===== src/rtl/fs_serial_4bit_pkg.sv =====
// Shared types and constants for the bit-serial full subtractor.
// State encodings are kept as plain logic constants alongside the enum
// so legacy code that compares raw state vectors keeps working.
package fs_pkg;

    localparam int FS_WIDTH_DEFAULT = 4;

    typedef enum logic [1:0] {
        IDLE  = 2'd0,
        SHIFT = 2'd1,
        DONE  = 2'd2
    } fs_state_t;

    localparam logic [1:0] ST_IDLE  = 2'd0;
    localparam logic [1:0] ST_SHIFT = 2'd1;
    localparam logic [1:0] ST_DONE  = 2'd2;

endpackage


===== src/rtl/fs_serial_4bit_if.sv =====
// Request/result bundle for fs_serial_4bit.
// The master issues start plus operands; the slave returns status and result.
// Optional macro FS_OVF_EN adds the signed-overflow flag ovf.
interface fs_serial_4bit_if import fs_pkg::*; #(
    parameter int WIDTH = FS_WIDTH_DEFAULT
);
    logic             start;
    logic [WIDTH-1:0] a;
    logic [WIDTH-1:0] b;
    logic             bin;
    logic             busy;
    logic             done;
    logic [WIDTH-1:0] diff;
    logic             borrow;
`ifdef FS_OVF_EN
    logic             ovf;

    modport master (output start, a, b, bin,
                    input  busy, done, diff, borrow, ovf);
    modport slave  (input  start, a, b, bin,
                    output busy, done, diff, borrow, ovf);
`else
    modport master (output start, a, b, bin,
                    input  busy, done, diff, borrow);
    modport slave  (input  start, a, b, bin,
                    output busy, done, diff, borrow);
`endif
endinterface


===== src/rtl/fs_serial_4bit_bit1.sv =====
// One-bit combinational full subtractor cell: x - y - bi -> d, bo.
module fs_bit1 (
    input  logic x,
    input  logic y,
    input  logic bi,
    output logic d,
    output logic bo
);
    assign d  = x ^ y ^ bi;
    assign bo = (~x & y) | (~(x ^ y) & bi);
endmodule


===== src/rtl/fs_serial_4bit.sv =====
// Bit-serial full subtractor: computes a - b - bin one bit per clock using a
// single fs_bit1 cell and a registered borrow chain, under a start/done
// handshake. Results are registered and only change on entry to DONE.
// Optional macro FS_OVF_EN adds a registered signed-overflow output.
module fs_serial_4bit import fs_pkg::*; #(
    parameter int WIDTH = FS_WIDTH_DEFAULT
) (
    input  logic             clk,
    input  logic             rst,
    fs_serial_4bit_if.slave  bus
);
    localparam int             CW   = $clog2(WIDTH + 1);
    localparam logic [CW-1:0]  LAST = CW'(WIDTH - 1);

    logic [1:0]       state;
    logic [WIDTH-1:0] a_sh;
    logic [WIDTH-1:0] b_sh;
    logic [WIDTH-2:0] res_sh;
    logic             br;
    logic [CW-1:0]    cnt;
    logic [WIDTH-1:0] diff_q;
    logic             borrow_q;
    logic             d_bit;
    logic             bo_bit;
    logic [WIDTH-1:0] res_cat;
`ifdef FS_OVF_EN
    logic             ovf_q;
`endif

    fs_bit1 u_cell (
        .x  (a_sh[0]),
        .y  (b_sh[0]),
        .bi (br),
        .d  (d_bit),
        .bo (bo_bit)
    );

    // The fresh difference bit enters at the MSB; earlier bits move right.
    assign res_cat = {d_bit, res_sh};

    // FSM, operand shifters, borrow chain, step counter and result registers.
    always_ff @(posedge clk) begin
        if (rst) begin
            state    <= ST_IDLE;
            a_sh     <= '0;
            b_sh     <= '0;
            res_sh   <= '0;
            br       <= 1'b0;
            cnt      <= '0;
            diff_q   <= '0;
            borrow_q <= 1'b0;
`ifdef FS_OVF_EN
            ovf_q    <= 1'b0;
`endif
        end else begin
            case (state)
                ST_IDLE, ST_DONE: begin
                    if (bus.start) begin
                        a_sh   <= bus.a;
                        b_sh   <= bus.b;
                        br     <= bus.bin;
                        res_sh <= '0;
                        cnt    <= '0;
                        state  <= ST_SHIFT;
                    end else begin
                        state  <= ST_IDLE;
                    end
                end
                ST_SHIFT: begin
                    a_sh   <= a_sh >> 1;
                    b_sh   <= b_sh >> 1;
                    br     <= bo_bit;
                    res_sh <= res_cat[WIDTH-1:1];
                    cnt    <= cnt + CW'(1);
                    if (cnt == LAST) begin
                        state    <= ST_DONE;
                        diff_q   <= res_cat;
                        borrow_q <= bo_bit;
`ifdef FS_OVF_EN
                        ovf_q    <= br ^ bo_bit;
`endif
                    end
                end
                default: state <= ST_IDLE;
            endcase
        end
    end

    assign bus.busy   = (state == ST_SHIFT);
    assign bus.done   = (state == ST_DONE);
    assign bus.diff   = diff_q;
    assign bus.borrow = borrow_q;
`ifdef FS_OVF_EN
    assign bus.ovf    = ovf_q;
`endif

endmodule


===== src/flat_wrapper.sv =====
// flat-port wrapper written by rule: the top's interface ports become plain ports
module fs_serial_4bit_flat import fs_pkg::*;
#(
    parameter int WIDTH = FS_WIDTH_DEFAULT
)
  (clk, rst, bus_start, bus_a, bus_b, bus_bin, bus_busy, bus_done, bus_diff, bus_borrow);
  fs_serial_4bit_if #(.WIDTH(WIDTH)) bus_i ();
  input  logic clk;
  input  logic rst;
  input wire logic [$bits(bus_i.start)-1:0] bus_start;
  input wire logic [$bits(bus_i.a)-1:0] bus_a;
  input wire logic [$bits(bus_i.b)-1:0] bus_b;
  input wire logic [$bits(bus_i.bin)-1:0] bus_bin;
  output wire logic [$bits(bus_i.busy)-1:0] bus_busy;
  output wire logic [$bits(bus_i.done)-1:0] bus_done;
  output wire logic [$bits(bus_i.diff)-1:0] bus_diff;
  output wire logic [$bits(bus_i.borrow)-1:0] bus_borrow;
  assign bus_i.start = bus_start;
  assign bus_i.a = bus_a;
  assign bus_i.b = bus_b;
  assign bus_i.bin = bus_bin;
  assign bus_busy = bus_i.busy;
  assign bus_done = bus_i.done;
  assign bus_diff = bus_i.diff;
  assign bus_borrow = bus_i.borrow;
  fs_serial_4bit #(.WIDTH(WIDTH)) u_core (.clk(clk), .rst(rst), .bus(bus_i));
endmodule

===== config.mk =====
export PLATFORM = sky130hd
export DESIGN_NAME = fs_serial_4bit_flat
export DESIGN_NICKNAME = d
export VERILOG_FILES = /design/src/rtl/fs_serial_4bit_pkg.sv /design/src/rtl/fs_serial_4bit_if.sv /design/src/rtl/fs_serial_4bit_bit1.sv /design/src/rtl/fs_serial_4bit.sv /design/src/flat_wrapper.sv
export SDC_FILE = /design/constraint.sdc
export NUM_CORES = 1
export LEC_CHECK = 0
export ABC_AREA = 1
export ABC_CLOCK_PERIOD_IN_PS = 1200
export BUFFER_PORTS_ARGS = -buffer_cell sky130_fd_sc_hd__buf_2
export CAP_MARGIN = 20
export CELL_PAD_IN_SITES_DETAIL_PLACEMENT = 0
export CELL_PAD_IN_SITES_GLOBAL_PLACEMENT = 1
export CORE_AREA = 2 2 60 57
export CTS_CLUSTER_SIZE = 12
export DETAILED_ROUTE_END_ITERATION = 8
export DIE_AREA = 0 0 62 59
export PLACE_DENSITY_LB_ADDON = 0.1
export REMOVE_ABC_BUFFERS = 1
export SLEW_MARGIN = 40
export SYNTH_ARGS = -nofsm -noshare
export SYNTH_HDL_FRONTEND = slang
export SYNTH_SLANG_ARGS = --single-unit

===== constraint.sdc =====
create_clock -name clk -period 1.2 [get_ports clk]
set_clock_uncertainty 0.15 [all_clocks]
set_input_delay 0.12 -clock clk [delete_from_list [all_inputs] [get_ports clk]]
set_output_delay 0.12 -clock clk [all_outputs]
set_load 0.01 [all_outputs]

==> summary.txt <==
Outcome
  • Status: finished with violations
  • Violated checks: negative setup slack

Worst setup path
  • Reg2reg setup slack: -0.09 ns
  • Req. time, crit path: 0.93 ns
  • Crit Reg-Reg Endpoint: u_core.res_sh[2]
  • Cells on worst reg2reg path: 3
  • Worst setup SP type: register
  • Reg-to-Reg Start: u_core.a_sh[0]
  • Crit path capture type: output pin
  • CP Max Fanout: 4
  • WP data arrival: 1.05 ns
  • Crit Path Class: reg2out

Power and ir drop
  • Total power: between 1.5 and 2 mW
  • Clk pwr share: 25.0%
  • P_sw: between 400 and 500 uW
  • Leakage power: 0.695 nW
  • Internal: ~1.2 mW
  • Switching part of the total: between 20% and 30%
  • Flop pwr share: 49.3%
  • Combinational Power Share: 25.6%
  • Worst vdd ir: 0.569 mV
  • Power Dens Cells: 1010 mW/mm^2

Clock network
  • Max Root-Sink Buffers: 2
  • # hold bufs at CTS: 9
  • Worst-path clk slew: roughly 0.13 ns
  • Sink Count: 22
  • Root buf cell: clkbuf_4
  • Total CTS buffers: 3
  • Clk Latency, worst-skew pair: 0.30 ns
  • CTS tree: yes
  • H-tree Lvls: 1

Logic synthesis
  • Post-synth EDFFs: 0
  • Leading area contributor after synthesis: dfxtp_1
  • Area fraction of the dominant cell type after synthesis: 43.5%
  • Sequential area share after synthesis: 43.5%
  • Post-synth ARST share: 0%
  • Cells after Synth: 129
  • Flops & latches, synth: 22
  • Syn avg cell area: 7.86 um^2
  • Most numerous cell in the Yosys netlist: nand3_1
  • Main flop type after synthesis: dfxtp_1
  • Synth area leaders: dfxtp_1 43%, nand3_1 12%, nand2_1 8.1%, buf_6 4.4%, inv_1 4.4%
  • Distinct cells, synth: 21
  • Post-Synthesis Cell Area: approximately 0.0010 mm^2
  • Synth warn: 0
  • Top cells by count, synth: 24 x nand3_1, 22 x dfxtp_1, 22 x nand2_1

Route
  • Total Wirelength: 2470 um
  • Starting DRT DRC Count: 33
  • TritonRoute pass-1 iters: 4
  • Routed Antenna Nets: 0
  • WL/cell: 11.4 um
  • Routed vias: 992
  • DRC viols: 0
  • Vias per cell: ~4.6

Global route
  • Global Route Usage Sum: approximately 16%
  • Grt total ovfl: 0
  • First-pass GRT wire length: 4210 um
  • Vias in the first global route: 932
  • Initial antenna violation count: 0
  • Largest net degree at the start of global routing: 15

Layout
  • Post-Route Utilization: 53.9%
  • Antenna Diode Count: 0
  • Fraction of layout cells with a size suffix above 1: 48.6%
  • Fin nets: 191
  • Design area: 0.00160 mm^2
  • Area Overhead vs Synth: 58.0%
  • Number of fill cells in the layout: 292

Place
  • Dpl hpwl: 1630 um
  • Port-buffer cells: 18
  • Placement Setup Slack: -0.195 ns
  • RD Place Congestion: approximately 0.77
  • Placement Cell Area: 0.00124 mm^2

Min path
  • Worst hold path class: in2reg
  • Min-Delay Startpoint: bus_start
  • Hold endpoint: u_core.state[0]
  • Hold depth: 3

Timing
  • Worst rel slew slack: 75.7%
  • Max Clk Rate: 0.758 GHz
  • Fin. max-slew vios: 0
  • Setup violators final: 14
  • RSZ-0062 raised after global routing: true
  • Tcrit/Tclk final: 110%
  • Period minus WS final: 1.32 ns
  • Setup ws final: -0.119 ns
  • Final Hold Fails: 0
  • Tightest Pin Transition: approximately 0.36 ns
  • Setup TNS: -0.662 ns

Floorplan
  • Die Y: 59 um
  • Starting density of the core: 34.1%
  • Die W: a little over 60 um
  • Die area: roughly 0.0037 mm^2
  • Num rows: 19
  • Ports: 19
  • Core ar.: 0.00297 mm^2

Run
  • Max cap viols: 0
==> worst max-delay path by stage <==
| stage | startpoint | to | slack, ns | depth (start not counted) |
|---|---|---|---|---|
| floorplan | u_core.cnt[0] | u_core.cnt[2] | -0.15 | 4 |
| global placement | u_core.cnt[0] | u_core.cnt[2] | -0.15 | 4 |
| detailed placement | u_core.cnt[0] | u_core.cnt[2] | -0.20 | 4 |
| CTS | u_core.state[1] | bus_done | -0.14 | 4 |
| global route | u_core.state[0] | bus_busy | -0.19 | 4 |
| finish | u_core.state[0] | bus_busy | -0.12 | 4 |
==> repair_timing <==
action / in CTS / in global routing
gates resized for setup: 22 / 27
setup endpoints to repair: 24 / 23
setup buffers: 7 / 2
pin swaps: 7 / 12
hold endpoints to repair: 10 / 1
==> per-layer routing <==
layer	routed length [um]	track usage (%)	up-vias
li1	-	-	508
met1	1140	22.3	461
met2	1210	24.3	21
met3	101	2.62	2
met4	13	4.56	0
met5	0	0	-
==> power groups by stage <==
stage	logic [mW]	clock network, mW	registers (mW)
2_1_floorplan	0.154	0	0.804
3_3_place_gp	0.294	0	0.807
3_5_place_dp	0.295	0	0.809
4_1_cts	0.376	0.423	0.797
5_1_grt	0.461	0.477	0.804
6_report	0.415	0.406	0.799
==> sequential cells by signal (all words and copies together) (netlist names) <==
name	cells
u_core.b_sh	4
u_core.state	2
u_core.br	1
u_core.bus.borrow	1
u_core.cnt	3
u_core.bus.diff	4
u_core.a_sh	4
u_core.res_sh	3
==> logic make-up (layout without fill, tap and decap cells) <==
logic type | after synthesis | after routing | synth area share, %
compound gates | 12 | 12 | 6.67
flops | 22 | 22 | 43.5
fa+ha+maj | 3 | 3 | 4.44
buf+inv | 22 | 68 | 12.0
simple gates | 70 | 70 | 33.5
==> cell usage in the layout (no fill, tap or decap), types with 2 or more instances in the layout <==
cell            n
a21oi_1         6
a21oi_2         4
buf_12          3
buf_2          16
buf_4          11
buf_6          10
clkbuf_4        3
dfxtp_1        16
dfxtp_2         6
dlygate4sd3_1   9
ha_4            2
inv_1          11
inv_2           2
inv_4           2
nand2_1        16
nand2_2         7
nand3_1        20
nand3_2         5
nor2_1          8
nor2_4          2
nor3_1          3
nor3_2          3
o21ai_2         2
==> worst max-delay path, stage by stage (launching register included) <==
cell,delay (ns)
dfxtp_2,0.37
inv_4,0.05
nor2_4,0.11
buf_12,0.12
buf_6,0.09
==> layout make-up <==
cell class | instances | area (um^2) | share of cell area [%]
Clock buffer | 4 | 36.3 | 2.27
Sequential cell | 22 | 448 | 28.0
Tap cell | 42 | 52.6 | 3.28
Multi-Input combinational cell | 85 | 578 | 36.1
Inverter | 15 | 61.3 | 3.83
Timing Repair Buffer | 49 | 425 | 26.6
==> through the flow <==
stage,hold slack [ns],std cells
after floorplan,0.0324,122
after global placement,0.198,197
after detailed placement,0.203,197
after CTS,0.00396,217
after global routing,-0.00830,217
final,0.00996,217
No activity file was read; power rests on OpenSTA's default activity.
